===== src/rtl/apb_arb_pkg.sv =====
// Shared state encoding and default widths for the two-requester APB arbiter.
package apb_arb_pkg;

    localparam int ARB_ADDR_W  = 7;
    localparam int ARB_DATA_W  = 32;
    localparam int ARB_TIMEOUT = 16;

    typedef enum logic [1:0] {
        IDLE   = 2'd0,
        SETUP  = 2'd1,
        ACCESS = 2'd2
    } apb_state_e;

endpackage


===== src/rtl/apb_rr_pick2.sv =====
// Two-way round-robin picker: on a collision the requester that did not win last is granted.
module apb_rr_pick2
    import apb_arb_pkg::*;
(
    input  logic [1:0] req,
    input  logic       last,
    output logic       grant,
    output logic       valid
);

    always_comb begin
        valid = |req;
        if (req == 2'b11) begin
            grant = ~last;
        end else begin
            grant = req[1];
        end
    end

endmodule


===== src/rtl/apb_mem_arbiter.sv =====
// Two-requester APB master with round-robin arbitration and registered outputs.
// Optional ACCESS-phase timeout is enabled by defining APB_ARB_TIMEOUT_EN.
module apb_mem_arbiter
    import apb_arb_pkg::*;
#(
    parameter int ADDR_WIDTH     = ARB_ADDR_W,
    parameter int DATA_WIDTH     = ARB_DATA_W,
    parameter int TIMEOUT_CYCLES = ARB_TIMEOUT
) (
    input  logic                    i_clk,
    input  logic                    i_rst,
    input  logic [1:0]              i_req,
    input  logic [1:0]              i_we,
    input  logic [2*ADDR_WIDTH-1:0] i_addr,
    input  logic [2*DATA_WIDTH-1:0] i_wdata,
    output logic [1:0]              o_done,
    output logic [DATA_WIDTH-1:0]   o_rdata,
    output logic                    o_err,
    output logic                    o_PSEL,
    output logic                    o_PENABLE,
    output logic                    o_PWRITE,
    output logic [ADDR_WIDTH-1:0]   o_PADDR,
    output logic [DATA_WIDTH-1:0]   o_PWDATA,
    input  logic                    i_PREADY,
    input  logic [DATA_WIDTH-1:0]   i_PRDATA,
    input  logic                    i_PSLVERR
);

    localparam logic [1:0] S_IDLE   = IDLE;
    localparam logic [1:0] S_SETUP  = SETUP;
    localparam logic [1:0] S_ACCESS = ACCESS;

    if (TIMEOUT_CYCLES < 1) begin : g_bad_timeout
        $error("TIMEOUT_CYCLES must be at least 1");
    end

    logic [1:0]            state;
    logic                  last;
    logic                  win;
    logic                  pick;
    logic                  pick_vld;
    logic                  tmo;
    logic [ADDR_WIDTH-1:0] addr_sel;
    logic [DATA_WIDTH-1:0] wdata_sel;
    logic                  we_sel;

    apb_rr_pick2 u_pick (
        .req   (i_req),
        .last  (last),
        .grant (pick),
        .valid (pick_vld)
    );

    always_comb begin
        addr_sel  = pick ? i_addr[2*ADDR_WIDTH-1:ADDR_WIDTH]  : i_addr[ADDR_WIDTH-1:0];
        wdata_sel = pick ? i_wdata[2*DATA_WIDTH-1:DATA_WIDTH] : i_wdata[DATA_WIDTH-1:0];
        we_sel    = pick ? i_we[1] : i_we[0];
    end

`ifdef APB_ARB_TIMEOUT_EN
    localparam int CNT_W = $clog2(TIMEOUT_CYCLES + 1);

    logic [CNT_W-1:0] acc_cnt;

    // Counts completed ACCESS cycles of the current transfer; cleared outside ACCESS.
    always_ff @(posedge i_clk) begin
        if (i_rst || state != S_ACCESS) begin
            acc_cnt <= '0;
        end else begin
            acc_cnt <= acc_cnt + 1'b1;
        end
    end

    assign tmo = (state == S_ACCESS) && !i_PREADY &&
                 (acc_cnt == CNT_W'(TIMEOUT_CYCLES - 1));
`else
    assign tmo = 1'b0;
`endif

    always_ff @(posedge i_clk) begin
        if (i_rst) begin
            state     <= S_IDLE;
            last      <= 1'b0;
            win       <= 1'b0;
            o_done    <= 2'b00;
            o_rdata   <= '0;
            o_err     <= 1'b0;
            o_PSEL    <= 1'b0;
            o_PENABLE <= 1'b0;
            o_PWRITE  <= 1'b0;
            o_PADDR   <= '0;
            o_PWDATA  <= '0;
        end else begin
            o_done <= 2'b00;
            case (state)
                S_IDLE: begin
                    if (pick_vld) begin
                        win      <= pick;
                        o_PWRITE <= we_sel;
                        o_PADDR  <= addr_sel;
                        o_PWDATA <= wdata_sel;
                        o_PSEL   <= 1'b1;
                        state    <= S_SETUP;
                    end
                end
                S_SETUP: begin
                    o_PENABLE <= 1'b1;
                    state     <= S_ACCESS;
                end
                S_ACCESS: begin
                    // A real slave response takes priority over a coincident timeout.
                    if (i_PREADY || tmo) begin
                        o_PSEL      <= 1'b0;
                        o_PENABLE   <= 1'b0;
                        o_done[win] <= 1'b1;
                        o_err       <= i_PREADY ? i_PSLVERR : 1'b1;
                        if (i_PREADY && !o_PWRITE) begin
                            o_rdata <= i_PRDATA;
                        end
                        last  <= win;
                        state <= S_IDLE;
                    end
                end
                default: begin
                    state <= S_IDLE;
                end
            endcase
        end
    end

endmodule

===== config.mk =====
export PLATFORM = sky130hd
export DESIGN_NAME = apb_mem_arbiter
export DESIGN_NICKNAME = d
export VERILOG_FILES = /design/src/rtl/apb_arb_pkg.sv /design/src/rtl/apb_rr_pick2.sv /design/src/rtl/apb_mem_arbiter.sv
export SDC_FILE = /design/constraint.sdc
export NUM_CORES = 1
export LEC_CHECK = 0
export ABC_AREA = 1
export CAP_MARGIN = 20
export CORE_MARGIN = 1
export CORE_UTILIZATION = 34
export CTS_CLUSTER_DIAMETER = 150
export DETAILED_ROUTE_END_ITERATION = 12
export GPL_TIMING_DRIVEN = 1
export PLACE_DENSITY = 0.71
export SYNTH_ARGS = -nofsm -noshare
export SYNTH_HDL_FRONTEND = slang
export SYNTH_HIERARCHICAL = 1
export SYNTH_SLANG_ARGS = --single-unit

===== constraint.sdc =====
create_clock -name i_clk -period 1.15 [get_ports i_clk]
set_input_delay 0.115 -clock i_clk [delete_from_list [all_inputs] [get_ports i_clk]]
set_output_delay 0.115 -clock i_clk [all_outputs]
set_load 0.05 [all_outputs]

==> results of run 1 <==
[Yosys cell counts]
master / instances
inv_1: 76
nor3_1: 1
nand3_1: 37
or2_1: 1
a21oi_1: 6
nor2_1: 145
buf_2: 13
inv_2: 2
nor2_2: 3
nor3b_1: 1
o21ai_0: 1
buf_4: 4
dfxtp_1: 81
nor2_4: 1
nand2_1: 241
clkbuf_1: 10
buf_6: 8
[timing repair]
item                       in CTS  in global routing
gates cloned                    1                  3
resized for setup               6                 26
hold buffers                    0                  0
setup endpoints to repair      29                 74
pin swaps                       3                  1
[power by group]
| group | switching [mW] | total [mW] | internal (mW) | leakage (nW) |
|---|---|---|---|---|
| logic | 1.68 | 3.27 | 1.59 | 2.57 |
| clock network | 1.07 | 2.97 | 1.90 | 0.148 |
| registers | 0.253 | 3.30 | 3.05 | 0.667 |
| total | 3.00 | 9.54 | 6.54 | 3.38 |
[state kept, by name, summed over array words and instances, names as in the netlist]
register   flops
o_PWDATA      32
o_rdata       32
o_PENABLE      1
o_PWRITE       1
win            1
o_PADDR        7
o_done         2
o_PSEL         1
last           1
o_err          1
state          2
[placed cells by master (no fill, tap or decap), types with 4 or more instances in the layout]
cell type,netlist,routed
clkbuf_1,10,4
nand2_1,241,229
clkdlybuf4s50_1,0,115
clkbuf_16,0,11
inv_1,76,75
nor2_2,3,8
nor2_1,145,140
nand2_2,0,12
nand3_1,37,33
nand3_2,0,4
buf_12,0,85
dfxtp_1,81,77
buf_4,4,5
dfxtp_2,0,4
[layer usage]
layer | global-route usage | vias to the layer above | wire [um]
li1 | - | 2219 | -
met1 | 0.204 | 1915 | 4720
met2 | 0.358 | 188 | 5830
met3 | 0.0669 | 16 | 1200
met4 | 0.0743 | 0 | 230
met5 | 0 | - | 0
[stage by stage]
stage	setup slack [ps]	hold slack, ps
finish	-10.5	389
global route	-77.6	416
CTS	-8.72	389
detailed placement	-375	476
global placement	-311	472
floorplan	26.0	275
[worst max-delay path, stage by stage, from the launching register on]
cell and delay, ps:
dfxtp_2 340, buf_6 120, nor2_4 200, buf_12 190, nand3_1 90, nand2_1 70, nor2_1 40
[cell families (layout without fill, tap and decap cells)]
kind of cell | Yosys count | count (layout) | share of synthesized area
flip-flops | 81 | 81 | 0.421
AND/OR/NAND/NOR | 430 | 430 | 0.437
buffers and inverters | 113 | 306 | 0.134
AO/OA/AOI/OAI | 7 | 7 | 0.00909
[path summary, 6_finish.rpt]
kind             start     endpoint  slack [ps]  cells after the start
max           state[0]  o_rdata[17]         -10                      6
min          i_PSLVERR        o_err         390                      3
max reg2reg   state[0]  o_rdata[17]         -10                      6
min reg2reg        win    o_done[0]         490                      1
[layout make-up]
cell class / count / area [um2] / area share
multi-input combinational: 437 / 1800 / 0.249
tap: 140 / 175 / 0.0243
sequential: 81 / 1630 / 0.225
clock inverter: 3 / 65.1 / 0.00902
clock buffer: 13 / 240 / 0.0333
inverter: 78 / 295 / 0.0409
timing repair buffer: 212 / 3010 / 0.418
==> impl_metrics.tcl, run 1 <==
set metrics [dict create \
    status "complete, but fails checks" \
    violations "setup timing" \
    fin_util 0.660 \
    clkTransAtPathRegs_ps 60 \
    cts-root-buf "clkbuf_16" \
    clk-insertion-delay-late_ps 330 \
    syn_area_um2 3850 \
    yosys.area.top_type_share 0.421 \
    worstPathMaxFanout 18 \
    overflow 0 \
    avgSynthCellArea_um2 6.11 \
    drt-vias-per-instance 4.50 \
    syn_nets 749 \
    numCtsBuffers 9 \
    cts_sinks 81 \
    hold_path.class "in2reg" \
    cts_buffer_depth 2 \
    startpoint_type "flip-flop" \
    power-per-cell-area_nw_per_um2 1320 \
    finalSetupViolations 8 \
    wl_mm 12.0 \
    wire_per_inst_um 12.4 \
    die_area_um2 11800 \
    p_leak_nw 3.38 \
    gp_congestion 0.798 \
    h-tree-depth 3 \
    layout-drive-gt1-share 0.172 \
    fp.coreArea_um2 10900 \
    ys_warn_count 6 \
    cts_tree "done" \
    arrival_ps 1380 \
    synth_seq_cells 81 \
    yosysUniqueCellTypes 17 \
    antenna_found_initial 0 \
    grt_pass1_vias 4082 \
    die_h_um 108 \
    max_clock_freq_mhz 862 \
    vias 4338 \
    grt_max_degree 50 \
    portBuffers 194 \
    grt_pass1_wl_mm 17.9 \
    io-pin-count 195 \
    rows 38 \
    slew_viol_final 0 \
    endpoint_kind "flip-flop" \
    cp.required_ps 1370 \
    area_growth_pct 87.1 \
    criticalPathCategory "reg2reg" \
    timing.final.ws_setup_ps -10.5 \
    vdd_ir_drop_max_uv 739 \
    relSlewSlack 0.851 \
    min_period_ps 1160 \
    initial_core_util 0.353 \
    p_total_mw 9.54 \
    die_w_um 108 \
    syn_inst 631 \
    final_nets 937 \
    skew_ps 4.13 \
    yosysSeqAreaShare 0.421 \
    grt_use_total 0.195 \
    place_hpwl_mm 8.37 \
    synth_area_leaders "dfxtp_1 (42%), nand2_1 (23%), nor2_1 (14%)" \
    tightestPinTransition_ps 223 \
    postCtsSetupBuffers 0 \
    final_cells 964 \
    diodes 0 \
    tns_ps -45.7 \
    maxCapViolCount 0 \
    dp_cells 944 \
    ant_nets 0 \
    n_fill_cell 933 \
    place_area_um2 6740 \
    drc 0 \
    grt_setup_unrepaired "yes" \
    firstDrtPassIters 6 \
    finish.instance_area_um2 7210 \
    yosysTopAreaCell "dfxtp_1" \
    finalHoldViolCount 0 \
    first_iter_violations 211 \
    fin_crit_sh 1.01 \
]
Power figures use the tool's default switching activity.
==> run 2, diff against run 1 <==
--- a/config.mk
+++ b/config.mk
@@ -8,11 +8,12 @@
 export ABC_AREA = 1
 export CAP_MARGIN = 20
 export CORE_MARGIN = 1
-export CORE_UTILIZATION = 34
+export CORE_UTILIZATION = 29
 export CTS_CLUSTER_DIAMETER = 150
 export DETAILED_ROUTE_END_ITERATION = 12
 export GPL_TIMING_DRIVEN = 1
-export PLACE_DENSITY = 0.71
+export PLACE_DENSITY = 0.62
+export SLEW_MARGIN = 10
 export SYNTH_ARGS = -nofsm -noshare
 export SYNTH_HDL_FRONTEND = slang
 export SYNTH_HIERARCHICAL = 1
==> impl_metrics.tcl, run 2 (same netlist as run 1, synthesis figures left out) <==
set metrics [dict create \
    finalHoldViolCount 0 \
    tightestPinTransition_ps 250 \
    n_fill_cell 1146 \
    grt_setup_unrepaired "yes" \
    h-tree-depth 3 \
    crit_chain "clkdlybuf4s50_1 -> buf_4 -> a21oi_4 -> buf_4 -> clkbuf_16 -> nand2_1 -> nand2_1 -> nor2_2 -> nor2_1" \
    final_common_cell "nand2_1" \
    hold_path.class "in2reg" \
    relSlewSlack 0.833 \
    cts_buffer_depth 2 \
    arrival_ps 1450 \
    grt_max_degree 35 \
    vdd_ir_drop_max_uv 587 \
    max_stage_delay_ps 420 \
    fp.coreArea_um2 12800 \
    cts_sinks 81 \
    clkTransAtPathRegs_ps 60 \
    grt_pass1_wl_mm 18.5 \
    largestRegisters "o_PWDATA: 32 flops, o_rdata: 32 flops, o_PADDR: 7 flops" \
    cts-hold-fix-buffers 0 \
    r2r_slack_ps -20 \
    min_period_ps 1180 \
    layout_common_cells "nand2_1 (234), nor2_1 (137), clkdlybuf4s50_1 (117)" \
    vias 4356 \
    timing.final.ws_setup_ps -32.3 \
    startpoint_type "input pin" \
    diodes 0 \
    fin_crit_sh 1.03 \
    initial_core_util 0.302 \
    multi_input_area_um2 1820 \
    slew_viol_final 0 \
    numCtsBuffers 9 \
    skew_ps 3.64 \
    ant_nets 0 \
    cp.buffers_inverters 4 \
    drc 0 \
    crit_slowest_cell "clkdlybuf4s50_1" \
    clk-insertion-delay-late_ps 330 \
    antenna_found_initial 0 \
    area_growth_pct 94.0 \
    die_w_um 117 \
    cts-root-buf "clkbuf_16" \
    cts_tree "done" \
    max_clock_freq_mhz 846 \
    first_iter_violations 177 \
    status "complete, but fails checks" \
    layout-drive-gt1-share 0.190 \
    hold_path_depth 3 \
    p_leak_nw 3.49 \
    critPathTopFamily "buffers and inverters" \
    fin_util 0.585 \
    endpoint_kind "flip-flop" \
    reg2reg_depth 7 \
    die_area_um2 13800 \
    maxCapViolCount 0 \
    wl_mm 12.8 \
    io-pin-count 195 \
    finalSetupViolations 30 \
    firstDrtPassIters 7 \
    gp_congestion 0.749 \
    drt-vias-per-instance 4.32 \
    portBuffers 194 \
    worstPathMaxFanout 15 \
    power-per-cell-area_nw_per_um2 1280 \
    criticalPathCategory "in2reg" \
    tns_ps -453 \
    cp.required_ps 1420 \
    worst_r2r_endpoint "o_PWDATA[30]" \
    regArea_um2 1630 \
    grt_pass1_vias 3975 \
    rows 41 \
    wire_per_inst_um 12.7 \
    r2r_start "last" \
    die_h_um 117 \
    final_nets 950 \
    violations "setup timing" \
    place_hpwl_mm 8.89 \
    hp-start "i_PSLVERR" \
    overflow 0 \
    grt_use_total 0.176 \
    worstHoldEndpoint "o_err" \
]
## run 2: cell count changes in the layout (fill, tap and decap cells not counted), moves of 3 or more
| cell | previous run | this run |
|---|---|---|
| buf_4 | 5 | 8 |
| nand3_2 | 4 | 7 |
| buf_12 | 85 | 89 |
| nand2_1 | 229 | 234 |
| nand3_1 | 33 | 30 |
| nand2_2 | 12 | 6 |
| nor2_1 | 140 | 137 |
| clkbuf_1 | 4 | 1 |
| buf_6 | 1 | 5 |
| clkbuf_16 | 11 | 14 |
## run 2: tightest hold or removal path, cell delays in order
cell             delay [ps]
clkdlybuf4s50_1         420
nand3_1                 100
a21oi_1                  60
## run 2: area by class of cell
| type | count | area share |
|---|---|---|
| Clock buffer | 11 | 0.0325 |
| Clock inverter | 5 | 0.00736 |
| Inverter | 78 | 0.0395 |
| Multi-Input combinational cell | 437 | 0.243 |
| Sequential cell | 81 | 0.218 |
| Tap cell | 172 | 0.0288 |
| Timing Repair Buffer | 225 | 0.431 |
## run 2: repair_timing
action | CTS | global route
gates cloned | 1 | 8
endpoints found under the setup margin | 40 | 68
gates resized for setup | 11 | 27
setup buffers | 0 | 4
pin swaps | 2 | 10
## run 2: how the worst max path moves through the flow
stage | startpoint | to | slack [ps] | cells after the start
final | i_req[0] | o_PWDATA[30] | -30 | 9
after global routing | last | o_PWDATA[6] | -90 | 7
after CTS | i_req[0] | o_PWDATA[12] | -20 | 9
after detailed placement | i_req[1] | o_PWDATA[22] | -400 | 8
after global placement | i_req[1] | o_PWDATA[26] | -390 | 7
after floorplan | last | o_PWRITE | 30 | 7
## run 2: metal layers
layer	vias up	GRT usage	share of wire	wire, um
li1	2249	-	-	-
met1	1948	0.187	0.40	5130
met2	141	0.317	0.50	6410
met3	18	0.0510	0.076	967
met4	0	0.0852	0.022	287
met5	-	0	0	0
## run 2: stage by stage
stage / hold WS [ps] / setup WS [ps] / cells / total power [mW] / area [um2]
after global placement: 482 / -386 / 980 / 6.52 / 6820
after detailed placement: 483 / -401 / 980 / 6.57 / 6820
final: 410 / -32.3 / 1009 / 9.56 / 7480
after CTS: 385 / -19.1 / 997 / 9.56 / 7170
after floorplan: 275 / 26.0 / 631 / 4.89 / 3860
after global routing: 435 / -94.4 / 1009 / 10.1 / 7480
## run 2: where the power goes
part	total (mW)	switching (mW)	internal (mW)
sequential	3.30	0.252	3.05
combinational	3.40	1.71	1.70
clock	2.86	1.13	1.73
total	9.56	3.08	6.48
